**config.mk**
```make
export PLATFORM = sky130hd
export DESIGN_NAME = logic_reduce_pipe
export DESIGN_NICKNAME = d
export VERILOG_FILES = /design/src/rtl/logic_reduce_pkg.sv /design/src/rtl/logic_reduce_pipe_stage.sv /design/src/rtl/logic_reduce_pipe.sv
export SDC_FILE = /design/constraint.sdc
export NUM_CORES = 1
export LEC_CHECK = 0
export CAP_MARGIN = 40
export CORE_AREA = 3 3 59 61
export CTS_BUF_LIST = sky130_fd_sc_hd__clkbuf_4 sky130_fd_sc_hd__clkbuf_8 sky130_fd_sc_hd__clkbuf_16
export CTS_CLUSTER_DIAMETER = 30
export DETAILED_ROUTE_END_ITERATION = 7
export DIE_AREA = 0 0 62 64
export GPL_ROUTABILITY_DRIVEN = 0
export GPL_TIMING_DRIVEN = 0
export MAX_ROUTING_LAYER = met4
export PLACE_DENSITY = 0.74
export RECOVER_POWER = 100
export SYNTH_ARGS = -nofsm -noshare
export SYNTH_HDL_FRONTEND = slang
export SYNTH_HIERARCHICAL = 1
export SYNTH_SLANG_ARGS = --single-unit
```
**constraint.sdc**
```tcl
create_clock -name clk -period 1.9 [get_ports clk]
set_clock_uncertainty 0.15 [all_clocks]
set_input_delay 0.57 -clock clk [delete_from_list [all_inputs] [get_ports clk]]
set_output_delay 0.57 -clock clk [all_outputs]
set_load 0.03 [all_outputs]
```
**src/rtl/logic_reduce_pkg.sv**
```systemverilog
// logic_reduce_pkg: shared definitions for the pipelined reduction gate.
//   - op encoding constants (OP_OR .. OP_XNOR; 6 and 7 are illegal)
//   - gate_e: the 2-input gate type used by every tree level
//   - base_op / invert_op / identity: decode an op into gate type,
//     final inversion flag and the pad bit used for an odd leftover bit
//   - clog2 / level_w: stage count and per-level vector width
package logic_reduce_pkg;

  localparam logic [2:0] OP_OR   = 3'd0;
  localparam logic [2:0] OP_AND  = 3'd1;
  localparam logic [2:0] OP_XOR  = 3'd2;
  localparam logic [2:0] OP_NOR  = 3'd3;
  localparam logic [2:0] OP_NAND = 3'd4;
  localparam logic [2:0] OP_XNOR = 3'd5;

  typedef enum logic [1:0] {
    GATE_OR  = 2'd0,
    GATE_AND = 2'd1,
    GATE_XOR = 2'd2
  } gate_e;

  function automatic gate_e base_op(input logic [2:0] op);
    gate_e g;
    case (op)
      OP_AND, OP_NAND: g = GATE_AND;
      OP_XOR, OP_XNOR: g = GATE_XOR;
      default:         g = GATE_OR;
    endcase
    return g;
  endfunction

  function automatic logic invert_op(input logic [2:0] op);
    return (op == OP_NOR) || (op == OP_NAND) || (op == OP_XNOR);
  endfunction

  // Pad bit for an odd leftover: neutral element of the base gate.
  function automatic logic identity(input logic [2:0] op);
    return (base_op(op) == GATE_AND);
  endfunction

  function automatic int clog2(input int v);
    int r;
    r = 0;
    for (int i = 0; i < 31; i++) begin
      if ((1 << i) < v) r = i + 1;
    end
    return r;
  endfunction

  // Vector width after k tree levels: ceil(w / 2^k).
  function automatic int level_w(input int w, input int k);
    return (w + (1 << k) - 1) >> k;
  endfunction

endpackage

```
**src/rtl/logic_reduce_pipe_stage.sv**
```systemverilog
// reduce_stage: one level of the reduction tree plus its register.
// Pairs adjacent bits through 2-input gates of the base function, padding
// an odd leftover with the identity element, and registers the result
// together with valid, op and err. The LAST instance also applies the
// NOR/NAND/XNOR inversion and forces the result to 0 for illegal ops,
// so the block output is registered and glitch-free.
// Ports:
//   clk, rst        clock, asynchronous active-high reset
//   en              global advance enable
//   vec/valid/op/err          level input
//   vec_q/valid_q/op_q/err_q  registered level output
module reduce_stage
  import logic_reduce_pkg::*;
#(
  parameter int IN_W = 2,
  parameter bit LAST = 1'b0
) (
  input  logic                     clk,
  input  logic                     rst,
  input  logic                     en,
  input  logic [IN_W-1:0]          vec,
  input  logic                     valid,
  input  logic [2:0]               op,
  input  logic                     err,
  output logic [(IN_W+1)/2-1:0]    vec_q,
  output logic                     valid_q,
  output logic [2:0]               op_q,
  output logic                     err_q
);

  localparam int OUT_W = (IN_W + 1) / 2;

  logic [2*OUT_W-1:0] padded;
  logic [OUT_W-1:0]   gated;
  logic [OUT_W-1:0]   nxt;
  gate_e              gate;

  always_comb begin
    gate   = base_op(op);
    padded = {(2*OUT_W){identity(op)}};
    padded[IN_W-1:0] = vec;
    gated  = '0;
    for (int i = 0; i < OUT_W; i++) begin
      case (gate)
        GATE_AND: gated[i] = padded[2*i] & padded[2*i+1];
        GATE_XOR: gated[i] = padded[2*i] ^ padded[2*i+1];
        default:  gated[i] = padded[2*i] | padded[2*i+1];
      endcase
    end
    nxt = gated;
    if (LAST) begin
      nxt = err ? '0 : (gated ^ {OUT_W{invert_op(op)}});
    end
  end

  // Bubbles load zeros so undriven data/op never reach the output.
  always_ff @(posedge clk or posedge rst) begin
    if (rst) begin
      valid_q <= 1'b0;
      vec_q   <= '0;
      op_q    <= '0;
      err_q   <= 1'b0;
    end else if (en) begin
      valid_q <= valid;
      vec_q   <= valid ? nxt : '0;
      op_q    <= valid ? op : 3'd0;
      err_q   <= valid & err;
    end
  end

endmodule

```
**src/rtl/logic_reduce_pipe.sv**
```systemverilog
// logic_reduce_pipe: pipelined WIDTH-input reduction gate (OR, AND, XOR,
// NOR, NAND, XNOR selected per item). A binary tree of clog2(WIDTH)
// registered levels; latency clog2(WIDTH) edges, throughput 1 item/cycle.
// Handshake: a transfer happens on a rising edge where valid && ready.
//   in_ready = !out_valid || out_ready (combinational). When it is high
//   every level loads from its predecessor at once; bubbles are kept.
//   A source seeing in_ready=0 must hold in_data/in_op.
// Ports:
//   clk, rst                   clock, asynchronous active-high reset
//   in_valid, in_ready         input handshake
//   in_data[WIDTH-1:0], in_op  vector and operation (6/7 illegal)
//   out_valid, out_ready       output handshake
//   out_y, out_err             result and illegal-op flag
module logic_reduce_pipe
  import logic_reduce_pkg::*;
#(
  parameter int WIDTH = 8
) (
  input  logic             clk,
  input  logic             rst,
  input  logic             in_valid,
  output logic             in_ready,
  input  logic [WIDTH-1:0] in_data,
  input  logic [2:0]       in_op,
  output logic             out_valid,
  input  logic             out_ready,
  output logic             out_y,
  output logic             out_err
);

  localparam int S = clog2(WIDTH);

  logic adv;
  logic in_err;

  assign adv      = !out_valid || out_ready;
  assign in_ready = adv;
  assign in_err   = (in_op > OP_XNOR);

  for (genvar k = 0; k < S; k++) begin : g_stage
    localparam int IW = level_w(WIDTH, k);
    localparam int OW = level_w(WIDTH, k + 1);

    logic [IW-1:0] vec_d;
    logic          valid_d;
    logic [2:0]    op_d;
    logic          err_d;
    logic [OW-1:0] vec_q;
    logic          valid_q;
    logic [2:0]    op_q;
    logic          err_q;

    if (k == 0) begin : g_src
      assign vec_d   = in_data;
      assign valid_d = in_valid;
      assign op_d    = in_op;
      assign err_d   = in_err;
    end else begin : g_src
      assign vec_d   = g_stage[k-1].vec_q;
      assign valid_d = g_stage[k-1].valid_q;
      assign op_d    = g_stage[k-1].op_q;
      assign err_d   = g_stage[k-1].err_q;
    end

    reduce_stage #(
      .IN_W (IW),
      .LAST ((k == S - 1) ? 1'b1 : 1'b0)
    ) u_stage (
      .clk     (clk),
      .rst     (rst),
      .en      (adv),
      .vec     (vec_d),
      .valid   (valid_d),
      .op      (op_d),
      .err     (err_d),
      .vec_q   (vec_q),
      .valid_q (valid_q),
      .op_q    (op_q),
      .err_q   (err_q)
    );
  end

  assign out_valid = g_stage[S-1].valid_q;
  assign out_y     = g_stage[S-1].vec_q[0];
  assign out_err   = g_stage[S-1].err_q;

  // The op has been fully applied by the last level.
  logic unused_op;
  assign unused_op = ^g_stage[S-1].op_q;

endmodule

```
==> summary.md <==
| Metric | Value |
|---|---|
| Detailed Route Iter0 Violations | `18` |
| Tightest Pin Transition | `0.363 ns` |
| Num CTS Buffers | `3` |
| Hold Path End | `g_stage[2].u_stage/err_q` |
| RSZ-0062 raised after global routing | `true` |
| HP Start | `g_stage[2].u_stage/err_q` |
| Hold slack | `0.378 ns` |
| Status | `finished with violations` |
| Die W | `62 um` |
| Largest net degree at the start of global routing | `13` |
| F_max | `525 MHz` |
| Gr busiest metal | `met2` |
| Power Density | `989 mW/mm^2` |
| Worst vdd ir | `0.353 mV` |
| Synthesized instance count | `149` |
| Failing checks | `negative setup slack` |
| Clk slew on worst S/H paths | `0.12 ns` |
| R2R depth | `8` |
| Fillers | `261` |
| Die height | `64 um` |
| Slew margin rel. | `75.8%` |
| H-tree Lvls | `1` |
| CP required | `1.95 ns` |
| # IOs | `19` |
| Residual DRC count | `0` |
| Root Driver | `clkbuf_4` |
| Vias | `1,081` |
| Ys Warns | `6` |
| Inst Count DP | `211` |
| CP Capture Type | `register` |
| Final period utilization | `100%` |
| Global Route met1 Usage | `12.8%` |
| Detailed Place HPWL | `1900 um` |
| Hold path depth | `2` |
| Hold WC Path Type | `register to register` |
| Syn Nets | `184` |
| Die area | `0.00397 sq mm` |
| I/O Buffers | `18` |
| Flop2flop setup slack | `-0.005 ns` |
| Core area | `0.00303 sq mm` |
| Worst path cell trace | `buf_6 > xor2_2 > nand2b_1 > inv_2 > ha_4 > a221oi_4 > o211a_1 > o32ai_2` |
| Share of layout cells above drive strength 1 | `17.8%` |
| Via density | `4.96` |
| Worst R2R Start | `g_stage[1].u_stage/op_q[0]` |
| First drt pass iteration count | `4` |
| Max_cap viols | `0` |
| First-pass GRT wire length | `3920 um` |
| Final Hold Fails | `0` |
| Crit path launch type | `register` |
| Antenna violations before repair | `0` |
| Ant diodes | `0` |
| FF-to-FF End | `g_stage[2].u_stage/vec_q` |
| Arrival time worst endpoint | `1.95 ns` |
| Post-Layout Cell Count | `218` |
| Mean routed wirelength per cell | `11.4 um` |
| Hold_buf cts | `0` |
| Leak Pwr | `0.000819 uW` |
| Util after Layout | `58.4%` |
| Worst-path maximum fanout | `4` |
| M2 GR Usage | `24.5%` |
| Area Growth Syn to Fin | `29.4%` |
| GRT Total Usage | `13.2%` |
| Routed WL | `2480 um` |
| Grt total ovfl | `0` |
| Synthesized area | `0.00137 sq mm` |
| Post-Place Setup Slack | `-0.954 ns` |
| CTS tree | `built` |
| Vias in the first global route | `1,067` |
| Final worst slack | `-0.00463 ns` |
| Max-slew violations | `0` |
| Clk_lat worst skew | `0.30 ns` |
| Row cnt | `20` |
| Met3 Track Usage GR | `1.21%` |
| Finish-stage setup viols | `1` |
| Syn avg cell area | `9.17 sq um` |
| CTS max path bufs | `2` |
| TritonCTS Sinks | `19` |
| Worst path slowest cell | `dfrtp_1` |
| Crit Path Class | `register to register` |
| Net count, final | `210` |
| DRT antenna net count | `0` |
| Initial Util | `45.1%` |
| Largest incremental delay on the critical path | `0.43 ns` |
| Final min period | `1.90 ns` |
## cell type report
| cell class | instances | area, sq um | share of cell area (%) |
|---|---|---|---|
| Inverter | 37 | 139 | 7.86 |
| Timing Repair Buffer | 21 | 205 | 11.6 |
| Sequential cell | 19 | 478 | 27.0 |
| Tap cell | 44 | 55.1 | 3.11 |
| Buffer | 3 | 12.5 | 0.708 |
| Clock inverter | 1 | 7.51 | 0.425 |
| Multi-Input combinational cell | 90 | 848 | 48.0 |
| Clock buffer | 3 | 22.5 | 1.27 |
## critical path, delay by kind of cell (launching register included)
family                     cells  cell delay (ns)
DFF                            1             0.43
and+or+nand+nor                1             0.15
adders and majority gates      1             0.16
buffers and inverters          2             0.20
AOI/OAI and AO/OA              3             0.58
xor gates and xnor gates       1             0.13
## flip-flops by register name, indices dropped and copies added (netlist names)
| name | count |
|---|---|
| g_stage.u_stage/valid_q | 3 |
| g_stage.u_stage/err_q | 3 |
| g_stage.u_stage/vec_q | 7 |
| g_stage.u_stage/op_q | 6 |
## layout by cell type (no fill, tap or decap), types with 2 or more instances in the layout
master           instances
xor2_1                   2
nand2b_4                 2
clkbuf_4                 3
inv_1                   35
a221oi_2                 3
dfrtp_1                 17
a221oi_1                 3
clkbuf_1                 2
nand2b_1                 6
ha_4                     3
clkdlybuf4s15_1          2
nand3_1                  9
o22a_1                   2
nor2b_1                  2
and2_1                   5
nand3b_1                 2
dfrtp_2                  2
dlygate4sd2_1            5
buf_6                    3
o32ai_1                  6
o21ai_0                 11
ha_1                    16
nand2_1                  4
clkdlybuf4s50_1          9
inv_2                    2
## per-layer routing
layer	share of wire, %	wire (um)
met2	56	1390
met1	38	956
met4	1.7	43
met3	3.7	92
met5	0	0
## repair_timing
item | CTS | global route
setup buffers | 1 | 2
setup endpoints to repair | 9 | 6
gates resized for setup | 21 | 19
cloned | 0 | 0
pin swaps | 1 | 8
## power by group
group | switching, uW | internal [uW] | total (uW) | leakage [uW]
Combinational | 462 | 451 | 913 | 0.000560
Clock | 130 | 80.0 | 210 | 0.0000139
Sequential | 113 | 513 | 626 | 0.000244
Total | 705 | 1040 | 1750 | 0.000819
## worst max path at each step
stage,end,depth (start not counted),startpoint,slack [ns]
after floorplan,g_stage[2].u_stage/valid_q,3,out_ready,0.04
after global placement,in_ready,3,out_ready,-0.94
after detailed placement,in_ready,3,out_ready,-0.95
after CTS,g_stage[2].u_stage/vec_q,6,g_stage[1].u_stage/op_q[2],0.01
after global routing,g_stage[0].u_stage/vec_q[1],6,in_op[0],-0.04
final,g_stage[2].u_stage/vec_q,8,g_stage[1].u_stage/op_q[0],-0.005
## stage by stage
stage,total power (uW),area [sq um],setup TNS [ns]
2_1_floorplan,1150,1370,0
3_3_place_gp,1320,1600,-4.28
3_5_place_dp,1360,1600,-4.89
4_1_cts,1600,1660,0
5_1_grt,1890,1770,-0.0881
6_report,1750,1770,-0.00463
(Power assumes the default switching activity.)
